<file path="src/rtl/pwm_multi.sv">
// Multi-channel PWM with a shared prescaled edge- or center-aligned counter
// and per-channel duty shadow registers that are committed at each period boundary.
module pwm_multi #(
  parameter int CHANNELS = 4,
  parameter int WIDTH    = 8,
  parameter int PRESC_W  = 8,
  localparam int CW      = (CHANNELS > 1) ? $clog2(CHANNELS) : 1
) (
  input  logic                clk_i,
  input  logic                rstn_i,
  input  logic                en_i,
  input  logic                mode_i,
  input  logic [PRESC_W-1:0]  presc_i,
  input  logic [WIDTH-1:0]    period_i,
  input  logic [CHANNELS-1:0] pol_i,
  input  logic                wr_valid_i,
  output logic                wr_ready_o,
  input  logic [CW-1:0]       wr_chan_i,
  input  logic [WIDTH-1:0]    wr_duty_i,
  output logic [CHANNELS-1:0] pwm_o,
  output logic                boundary_o,
  output logic [WIDTH-1:0]    cnt_o
);

  typedef enum logic {DIR_UP, DIR_DOWN} dir_t;

  logic [PRESC_W-1:0]  presc_q;
  logic [WIDTH-1:0]    cnt_q, cnt_d;
  logic [WIDTH-1:0]    period_act;
  dir_t                dir_q, dir_d;
  logic                boundary_q;
  logic [CHANNELS-1:0] pwm_q;
  logic [CHANNELS-1:0] pend_q;
  logic [WIDTH-1:0]    duty_act  [CHANNELS];
  logic [WIDTH-1:0]    duty_pend [CHANNELS];
  logic                tick, wrap, ready, accept;

  assign tick = en_i && (presc_q == presc_i);

  // Out-of-range channel numbers never match, so such writes see ready high and are dropped.
  always_comb begin
    ready = 1'b1;
    for (int unsigned ch = 0; ch < CHANNELS; ch++) begin
      if (en_i && pend_q[ch] && (wr_chan_i == CW'(ch))) ready = 1'b0;
    end
  end

  assign accept = wr_valid_i && ready;

  always_comb begin
    cnt_d = cnt_q;
    dir_d = dir_q;
    wrap  = 1'b0;
    if (!mode_i) begin
      dir_d = DIR_UP;
      if (tick) begin
        if (cnt_q >= period_act) begin
          cnt_d = '0;
          wrap  = 1'b1;
        end else begin
          cnt_d = cnt_q + WIDTH'(1);
        end
      end
    end else if (tick) begin
      if (dir_q == DIR_UP && cnt_q < period_act) begin
        cnt_d = cnt_q + WIDTH'(1);
      end else if (cnt_q == '0) begin
        // Degenerate period of 0: the counter sits at 0 and every tick is a boundary.
        wrap  = 1'b1;
        dir_d = DIR_UP;
      end else begin
        cnt_d = cnt_q - WIDTH'(1);
        dir_d = DIR_DOWN;
        if (cnt_q == WIDTH'(1)) begin
          wrap  = 1'b1;
          dir_d = DIR_UP;
        end
      end
    end
  end

  always_ff @(posedge clk_i or negedge rstn_i) begin
    if (!rstn_i) begin
      presc_q    <= '0;
      cnt_q      <= '0;
      dir_q      <= DIR_UP;
      period_act <= '0;
      boundary_q <= 1'b0;
      pwm_q      <= '0;
      pend_q     <= '0;
      for (int unsigned ch = 0; ch < CHANNELS; ch++) begin
        duty_act[ch]  <= '0;
        duty_pend[ch] <= '0;
      end
    end else begin
      if (!en_i) begin
        presc_q    <= '0;
        cnt_q      <= '0;
        dir_q      <= DIR_UP;
        period_act <= period_i;
        boundary_q <= 1'b0;
      end else begin
        presc_q    <= tick ? '0 : presc_q + PRESC_W'(1);
        cnt_q      <= cnt_d;
        dir_q      <= dir_d;
        boundary_q <= wrap;
        if (wrap) period_act <= period_i;
      end
      // Commit before accept so a write landing in the commit cycle stays pending.
      for (int unsigned ch = 0; ch < CHANNELS; ch++) begin
        if ((!en_i || wrap) && pend_q[ch]) begin
          duty_act[ch] <= duty_pend[ch];
          pend_q[ch]   <= 1'b0;
        end
        if (accept && (wr_chan_i == CW'(ch))) begin
          duty_pend[ch] <= wr_duty_i;
          pend_q[ch]    <= 1'b1;
        end
        pwm_q[ch] <= en_i ? ((cnt_q < duty_act[ch]) ^ pol_i[ch]) : pol_i[ch];
      end
    end
  end

  assign wr_ready_o = ready;
  assign pwm_o      = pwm_q;
  assign boundary_o = boundary_q;
  assign cnt_o      = cnt_q;

endmodule

</file>
<file path="config.mk">
export PLATFORM = sky130hd
export DESIGN_NAME = pwm_multi
export DESIGN_NICKNAME = d
export VERILOG_FILES = /design/src/rtl/pwm_multi.sv
export SDC_FILE = /design/constraint.sdc
export NUM_CORES = 1
export LEC_CHECK = 0
export CORE_ASPECT_RATIO = 0.8
export CORE_MARGIN = 3
export CORE_UTILIZATION = 52
export DETAILED_ROUTE_END_ITERATION = 8
export GPL_TIMING_DRIVEN = 0
export PLACE_DENSITY = 0.76
export SKIP_CTS_REPAIR_TIMING = 1
export SLEW_MARGIN = 20
export SYNTH_ARGS = -nofsm -noshare
export SYNTH_HDL_FRONTEND = slang
export SYNTH_SLANG_ARGS = --single-unit
</file>
<file path="constraint.sdc">
create_clock -name clk_i -period 2.5 [get_ports clk_i]
set_input_delay 0.5 -clock clk_i [delete_from_list [all_inputs] [get_ports clk_i]]
set_output_delay 0.5 -clock clk_i [all_outputs]
set_load 0.005 [all_outputs]
</file>
==> results of run 1 <==
==> metal layers <==
layer | share of wire [%] | wire, um
met1 | 44 | 5390
met2 | 51 | 6250
met3 | 4.5 | 553
met4 | 1.3 | 158
met5 | 0 | 0
==> metrics by stage <==
stage / TNS, ns / instances / power, mW
finish: -3.38 / 655 / 4.77
global route: -5.57 / 655 / 5.01
CTS: -17.71 / 628 / 4.76
detailed placement: -19.00 / 612 / 3.22
global placement: -273.83 / 611 / 3.14
floorplan: 0 / 427 / 2.88
==> sequential cells by signal, summed over array words and instances, names as in the netlist <==
| name | flops |
|---|---|
| pend_q | 4 |
| cnt_o | 8 |
| period_act | 8 |
| duty_act | 32 |
| boundary_o | 1 |
| duty_pend | 32 |
| presc_q | 8 |
| pwm_o | 4 |
| dir_q | 1 |
==> final cells by class <==
| type | instances | area share (%) |
|---|---|---|
| clock buffer | 10 | 3.60 |
| inverter | 39 | 2.32 |
| timing repair buffer | 78 | 11.9 |
| clock inverter | 6 | 1.34 |
| multi-input combinational | 280 | 40.5 |
| buffer | 8 | 0.716 |
| sequential | 98 | 37.1 |
| tap | 136 | 2.56 |
==> power groups by stage <==
stage                     Sequential, mW  Clock (mW)  Combinational, mW
after floorplan                     2.11           0              0.773
after global placement              2.16           0              0.977
after detailed placement            2.19           0               1.04
after CTS                           2.15        1.54               1.06
after global routing                2.20        1.60               1.20
final                               2.15        1.52               1.09
==> synthesized netlist by cell type (2+ instances only) <==
cell / n / area share, %
and3_1: 3 / 0.36
xor2_1: 9 / 1.5
nor2b_1: 3 / 0.36
o221ai_1: 2 / 0.34
nand4_1: 6 / 0.72
mux2_2: 33 / 7.1
nand2b_1: 5 / 0.60
a211o_1: 4 / 0.67
xnor2_1: 9 / 1.5
o21ai_1: 5 / 0.48
nor2_1: 15 / 1.1
dfrtp_1: 98 / 47
mux2i_1: 6 / 1.2
mux2_4: 32 / 9.2
o21ai_0: 17 / 1.6
o221a_2: 3 / 0.65
nand3_1: 11 / 1.1
buf_2: 3 / 0.29
o21bai_1: 8 / 1.2
a21o_1: 8 / 1.2
a31oi_1: 6 / 0.72
a21oi_1: 11 / 1.1
clkbuf_1: 7 / 0.50
or2_1: 2 / 0.24
ha_1: 41 / 9.8
a211oi_1: 4 / 0.58
inv_1: 39 / 2.8
and4_1: 2 / 0.34
nand2_1: 9 / 0.65
o21ai_4: 4 / 1.2
and2_1: 3 / 0.36
==> kinds of logic after synthesis <==
kind of cell | Yosys count | share of synthesized area [%]
mux | 73 | 18.1
compound gates | 80 | 11.2
fa+ha+maj | 41 | 9.83
simple gates | 68 | 7.17
buf+inv | 49 | 3.60
xor+xnor | 18 | 3.02
flops | 98 | 47.0
==> worst max-delay path by stage <==
stage / startpoint / endpoint / cells past startpoint
3_3_place_gp: rstn_i / duty_pend[19] / 1
5_1_grt: cnt_o[0] / duty_act[27] / 12
6_report: cnt_o[2] / duty_act[25] / 10
4_1_cts: cnt_o[1] / duty_act[1] / 8
3_5_place_dp: cnt_o[1] / duty_act[16] / 8
2_1_floorplan: cnt_o[1] / period_act[0] / 8
==> metrics.yaml, run 1 <==
outcome: "finished, violations left"
violations: "setup timing"
crit_path_top_delay_cell: "or4_4"
met1_usage_pct: 26.3
synth_ff_type: "dfrtp_1"
rsz0062_at_grt: "yes"
period_needed_ns: 2.64
synth_cell_types: 50
p_per_area_nw_per_um2: 718
worstPathRequired_ns: 2.73
wl_per_cell_um: 18.9
power.switching_mw: 1.25
syn-num-nets: 503
num_antenna_cells: 0
p_int_mw: 3.51
maxCapViolCount: 0
root_buffer: "clkbuf_16"
final_area_um2: 6640
finalMaxSlewViolations: 0
grtUsageMet2_pct: 36.1
path_cells: "buf_4 > or4_4 > nor3_4 > o21a_2 > o211ai_4 > a21boi_4 > buf_6 > o21ai_4 > buf_12 > mux2_4"
ant_nets: 0
placed_cell_area_um2: 5900
synth_warnings: 0
drc_errors: 0
cp_max_fo: 9
crit_type: "flop to flop"
grt_pass1_vias: 3458
switching_share_pct: 26.3
drt_iter0_drc: 227
nNetsFinal: 590
r2r_slack_ns: -0.14
place_ws_ns: -0.435
synth_seq_cells: 98
rows: 32
syn_area_per_cell_um2: 12.2
synth-edff-count: 0
mostFrequentLayoutCells: "90 x dfrtp_1, 46 x clkdlybuf4s50_1, 37 x inv_1, 36 x ha_1, 33 x mux2_4"
reg2regPathDepth: 10
wl_mm: 12.4
clock_path_buffers: 2
place_congestion: 0.792
seqPwrFrac_pct: 45.2
slowest_delay_ns: 0.45
numCtsBuffers: 9
grt_max_degree: 56
num_io_pins: 49
hold_ws_ns: 0.0657
syn_inst: 427
setup_viol: 34
use_met3_pct: 5.04
final_common_cell: "dfrtp_1"
hold_violations: 0
ys_seq_area_share_pct: 47.0
peakVddDrop_mv: 0.485
vias_per_cell: 5.54
final.fill_count: 667
timing.rr.start: "cnt_o[2]"
fin_skew_ns: 0.0116
syn_to_final_growth_pct: 27.2
busiest_layer: "met2"
min_period_over_period_pct: 106
ys_async_sr_fraction_pct: 100
die_x_um: 118
arrival_ns: 2.87
reg2reg_to: "duty_act[25]"
cts_tree: "yes"
multiInputGateArea_um2: 2690
clkTransAtPathRegs_ns: 0.07
crit_buf_inv: 3
htreeDepth: 3
cts_sinks: 98
setup_slack_ns: -0.141
vias: 3627
drive_gt1_share_pct: 29.1
start_util_pct: 53.8
post-route-util_pct: 68.5
drt-pass1-iter-count: 4
end_kind: "flop"
place_hpwl_mm: 8.05
leakagePower_nw: 3.20
coreArea_um2: 9690
slew_headroom_pct: 34.6
critPathTopFamily: "compound AO/OA/AOI/OAI gates"
pwr-share-clk_pct: 32.0
die_area_um2: 11300
syn-cell-area_um2: 5220
grt_overflow: 0
worst_hold_path_type: "input port to async pin"
fmax_ghz: 0.379
tightest_slew_ns: 0.977
grt_usage_pct: 20.7
io_buffers: 48
antenna_found_initial: 0
clk-insertion-delay-late_ns: 0.35
worstSetupStartpointType: "flop"
die_y_um: 95.6
seq_area_um2: 2460
grt_pass1_wl_mm: 17.9
power_frac_comb_pct: 22.8
Power figures use the tool's default switching activity.
==> run 2, diff against run 1 <==
Settings changed: CORE_UTILIZATION 52 to 58, GPL_ROUTABILITY_DRIVEN set to 0, PLACE_DENSITY 0.76 to 0.81.
Clock period 2.5 ns to 3 ns, I/O delays scaled along.
==> metrics.yaml, run 2 (synthesis gave the netlist of run 1 again) <==
cts_tree: "yes"
cp_max_fo: 5  # -4
place_inst: 588  # -3.9%
met1_usage_pct: 30.0  # +3.7 points
grt_max_degree: 69  # +23%
critPathLaunch: "wr_chan_i[0]"
final_common_cell: "dfrtp_1"
min_period_over_period_pct: 97.9
worstPathRequired_ns: 2.40  # -0.33 ns
use_met3_pct: 4.62  # -0.42 points
num_antenna_cells: 0  # unchanged
grt_pass1_vias: 3676  # +6.3%
die_area_um2: 10200  # -9.8%
crit_path_top_delay_cell: "clkdlybuf4s50_1"
ant_nets: 0  # unchanged
instances_no_fill: 609  # -7.0%
clkTransAtPathRegs_ns: 0.07  # about the same
num_io_pins: 49  # unchanged
period_needed_ns: 2.94
vias_per_cell: 5.86  # +5.8%
p_per_area_nw_per_um2: 623  # -13%
die_x_um: 112  # -5.0%
reg.largest.list: "duty_act x32, duty_pend x32"
tightest_slew_ns: 0.854  # -0.123 ns
nNetsFinal: 568  # -3.7%
outcome: "finished clean"
slowest_delay_ns: 0.55  # +0.10 ns
numCtsBuffers: 9  # unchanged
start_util_pct: 60.4  # +6.6 points
wl_mm: 11.6  # -6.3%
slew_headroom_pct: 42.8  # +8.2 points
setup_tns_ns: 0  # +3.38 ns
crit_buf_inv: 2  # -1
syn_to_final_growth_pct: 20.7
drt-pass1-iter-count: 4  # unchanged
grtUsageMet2_pct: 40.3  # +4.2 points
root_buffer: "clkbuf_16"
rows: 30  # -6.3%
htreeDepth: 3  # unchanged
grt_usage_pct: 23.6  # +2.8 points
cp.depth: 4  # -6
arrival_ns: 2.34  # -0.53 ns
multiInputGateArea_um2: 2580  # -3.8%
post-route-util_pct: 72.9  # +4.4 points
grt_pass1_wl_mm: 18.8  # +4.7%
fmax_ghz: 0.341
maxCapViolCount: 0  # unchanged
setup_viol: 0  # -100%
antenna_found_initial: 0  # unchanged
reg2regPathDepth: 12  # +2
wl_per_cell_um: 19.0  # +0.81%
busiest_layer: "met2"
timing.rr.start: "cnt_o[0]"
drive_gt1_share_pct: 21.9  # -7.2 points
crit_top_cell: "clkdlybuf4s50_1"
seq_area_um2: 2450  # -0.36%
coreArea_um2: 8630  # -11%
crit_type: "input port to output port"
drt_iter0_drc: 288  # +27%
finalMaxSlewViolations: 0  # unchanged
cts_sinks: 98  # unchanged
placed_cell_area_um2: 5870  # -0.53%
final_area_um2: 6300  # -5.1%
vias: 3568  # -1.6%
mostFrequentLayoutCells: "97 x dfrtp_1, 47 x clkdlybuf4s50_1, 41 x ha_1, 39 x inv_1, 33 x mux2_2"
place_hpwl_mm: 8.11  # +0.69%
fin_skew_ns: 0.00872  # -0.00285 ns
end_kind: "output port"
critPathTopFamily: "buffers and inverters"
hold_violations: 0  # unchanged
io_buffers: 48  # unchanged
worstSetupStartpointType: "input port"
leakagePower_nw: 3.06  # -4.4%
clock_path_buffers: 2  # unchanged
worst_hold_path_type: "input port to async pin"
grt_overflow: 0  # unchanged
clk-insertion-delay-late_ns: 0.34  # about the same
drc_errors: 0  # unchanged
die_y_um: 90.8  # -5.0%
hold_ws_ns: 0.125  # +0.0590 ns
final.fill_count: 576  # -14%
path_cells: "clkdlybuf4s50_1 > mux4_2 > nand2_1 > clkdlybuf4s50_1"
peakVddDrop_mv: 0.516  # +6.4%
run 2: cell types whose count changed in the layout (fill, tap and decap cells not counted), moves of 3 or more:
cell | previous run | this run
ha_4 | 5 | 0
ha_1 | 36 | 41
dfrtp_1 | 90 | 97
dfrtp_2 | 8 | 1
buf_4 | 23 | 0
buf_6 | 4 | 1
clkbuf_1 | 4 | 7
run 2: final cells by class:
class	instances	area share (%)
Sequential cell	98	39.0
Timing Repair Buffer	54	9.68
Clock inverter	5	1.23
Multi-Input combinational cell	280	41.0
Buffer	10	0.676
Inverter	39	2.33
Clock buffer	11	3.86
Tap cell	112	2.23
run 2: metal layers:
layer | wire length, um | up-vias
met2 | 5940 | 77
met4 | 189 | 0
li1 | - | 1650
met3 | 501 | 22
met1 | 4950 | 1819
met5 | 0 | -
run 2: worst paths after layout:
check	end	slack (ns)
setup / recovery	wr_ready_o	0.06
hold / removal	period_act[4]	0.12
setup reg to reg	duty_act[14]	0.11
hold reg to reg	duty_act[5]	0.50
max in group asynchronous	duty_pend[4]	2.24
min in group clk_i	duty_act[5]	0.50
run 2: stage by stage:
step	worst slack, ns	power [mW]
after floorplan	0.429	2.40
after global placement	-2.20	2.60
after detailed placement	-0.106	2.68
after CTS	-0.156	3.93
after global routing	-0.0223	4.13
final	0.0639	3.92
run 2: report_power, final:
group,total (mW),leakage (nW),switching [mW],internal [mW]
Combinational,0.888,1.69,0.343,0.545
Clock,1.23,0.156,0.478,0.750
Sequential,1.80,1.21,0.183,1.62
==> run 3, diff against run 2 <==
Settings changed: CORE_ASPECT_RATIO 0.8 to not set.
==> metrics.yaml, run 3 (synthesis gave the netlist of run 1 again) <==
period_needed_ns: 2.94  # +0.00100 ns
antenna_found_initial: 0  # unchanged
place_hpwl_mm: 7.91  # -2.4%
setup_slack_ns: 0.0629  # -0.00100 ns
wl_per_cell_um: 18.3  # -3.6%
finalMaxSlewViolations: 0  # unchanged
worst_hold_path_type: "input port to async pin"
final.fill_count: 592  # +2.8%
grt_pass1_wl_mm: 18.2  # -3.3%
p_total_mw: 3.42  # -13%
cts_sinks: 98  # unchanged
tightest_slew_ns: 0.904  # +0.0502 ns
grt_usage_pct: 23.5  # -0.094 points
crit_type: "input port to output port"
vias: 3469  # -2.8%
drc_errors: 0  # unchanged
mostFrequentLayoutCells: "97 x dfrtp_1, 47 x clkdlybuf4s50_1, 41 x ha_1, 39 x inv_1, 33 x mux2_2"
setup_viol: 0  # unchanged
die_y_um: 101  # +11%
drt-pass1-iter-count: 5  # +1
drive_gt1_share_pct: 21.6  # -0.32 points
hold_ws_ns: 0.0943  # -0.0304 ns
cp_max_fo: 5  # unchanged
p_per_area_nw_per_um2: 562  # -9.8%
clock_path_buffers: 2  # unchanged
place_ws_ns: -0.102  # +0.00403 ns
vias_per_cell: 5.78  # -1.3%
clkTransAtPathRegs_ns: 0.10  # +0.03 ns
num_antenna_cells: 0  # unchanged
worstPathRequired_ns: 2.40  # about the same
fmax_ghz: 0.340  # about the same
numCtsBuffers: 9  # unchanged
rsz0062_at_grt: "no"
drt_iter0_drc: 146  # -49%
setup_tns_ns: 0  # unchanged
grt_pass1_vias: 3618  # -1.6%
worstSetupStartpointType: "input port"
maxCapViolCount: 0  # unchanged
outcome: "finished clean"
cts_tree: "yes"
clk-insertion-delay-late_ns: 0.37  # +0.03 ns
hold_violations: 0  # unchanged
die_x_um: 101  # -10%
end_kind: "output port"
die_area_um2: 10200  # about the same
slew_headroom_pct: 39.5  # -3.4 points
final_common_cell: "dfrtp_1"
io_buffers: 48  # unchanged
min_period_over_period_pct: 97.9  # about the same
htreeDepth: 3  # unchanged
slowest_delay_ns: 0.61  # +0.06 ns
start_util_pct: 61.6  # +1.2 points
reg.largest.list: "duty_act x32, duty_pend x32"
path_cells: "clkdlybuf4s50_1 > mux4_2 > nand2_1 > clkdlybuf4s50_1"
rows: 33  # +10%
leakagePower_nw: 2.97  # -3.0%
placed_cell_area_um2: 5860  # -0.15%
syn_to_final_growth_pct: 16.9
wl_mm: 11.0  # -5.0%
crit_path_top_delay_cell: "clkdlybuf4s50_1"
arrival_ns: 2.34  # about the same
num_io_pins: 49  # unchanged
crit_top_cell: "clkdlybuf4s50_1"
peakVddDrop_mv: 0.386  # -25%
reg2regPathDepth: 10  # -2
root_buffer: "clkbuf_8"
grt_overflow: 0  # unchanged
grt_max_degree: 65  # -5.8%
ant_nets: 0  # unchanged
coreArea_um2: 8460  # -2.0%
fin_skew_ns: 0.0133  # +0.00457 ns
nNetsFinal: 566  # -0.35%
final_area_um2: 6100  # -3.2%
[run 3: changes by cell type in the layout (fill, tap and decap cells not counted)]
cell / previous run / this run
clkbuf_2: 1 / 0
clkbuf_16: 9 / 0
clkinv_4: 0 / 1
clkinvlp_4: 1 / 2
buf_12: 5 / 3
bufinv_16: 2 / 0
buf_2: 3 / 4
inv_6: 0 / 1
clkbuf_8: 1 / 9
[run 3: worst max-delay path, delay by kind of cell]
kind / cells / cell delay (ns)
buf+inv: 2 / 1.11
mux: 1 / 0.53
simple gates: 1 / 0.10
[run 3: power by group]
part           switching, mW  internal (mW)
Combinational          0.321          0.540
Sequential             0.174           1.62
Clock                  0.467          0.303
Total                  0.963           2.46
[run 3: final cells by class]
| type | instances | area [um^2] | share of cell area, % |
|---|---|---|---|
| Sequential cell | 98 | 2450 | 40.2 |
| Multi-Input combinational cell | 280 | 2580 | 42.4 |
| Inverter | 39 | 146 | 2.40 |
| Timing Repair Buffer | 52 | 569 | 9.34 |
| Clock inverter | 6 | 42.5 | 0.698 |
| Tap cell | 105 | 131 | 2.15 |
| Clock buffer | 10 | 128 | 2.09 |
| Buffer | 10 | 42.5 | 0.698 |
[run 3: final timing paths]
| check | from | end | slack (ns) |
|---|---|---|---|
| min in group clk_i | duty_pend[31] | duty_act[31] | 0.50 |
| max | wr_chan_i[0] | wr_ready_o | 0.06 |
| max reg2reg | cnt_o[0] | period_act[0] | 0.17 |
| min reg2reg | duty_pend[31] | duty_act[31] | 0.50 |
| max in group asynchronous | rstn_i | duty_pend[30] | 2.28 |
| min | rstn_i | period_act[4] | 0.09 |
[run 3: layer usage]
metal / up-vias / track usage, % / routed length, um
met5: - / 0 / 0
met4: 0 / 8.50 / 233
met3: 19 / 4.50 / 412
met2: 75 / 38.5 / 5470
met1: 1727 / 31.1 / 4880
li1: 1648 / - / -
[run 3: metrics by stage]
stage / util [%] / instances
4_1_cts: 71.2 / 597
3_5_place_dp: 69.2 / 581
2_1_floorplan: - / 427
5_1_grt: 72.0 / 600
3_3_place_gp: 68.9 / 580
6_report: 72.0 / 600
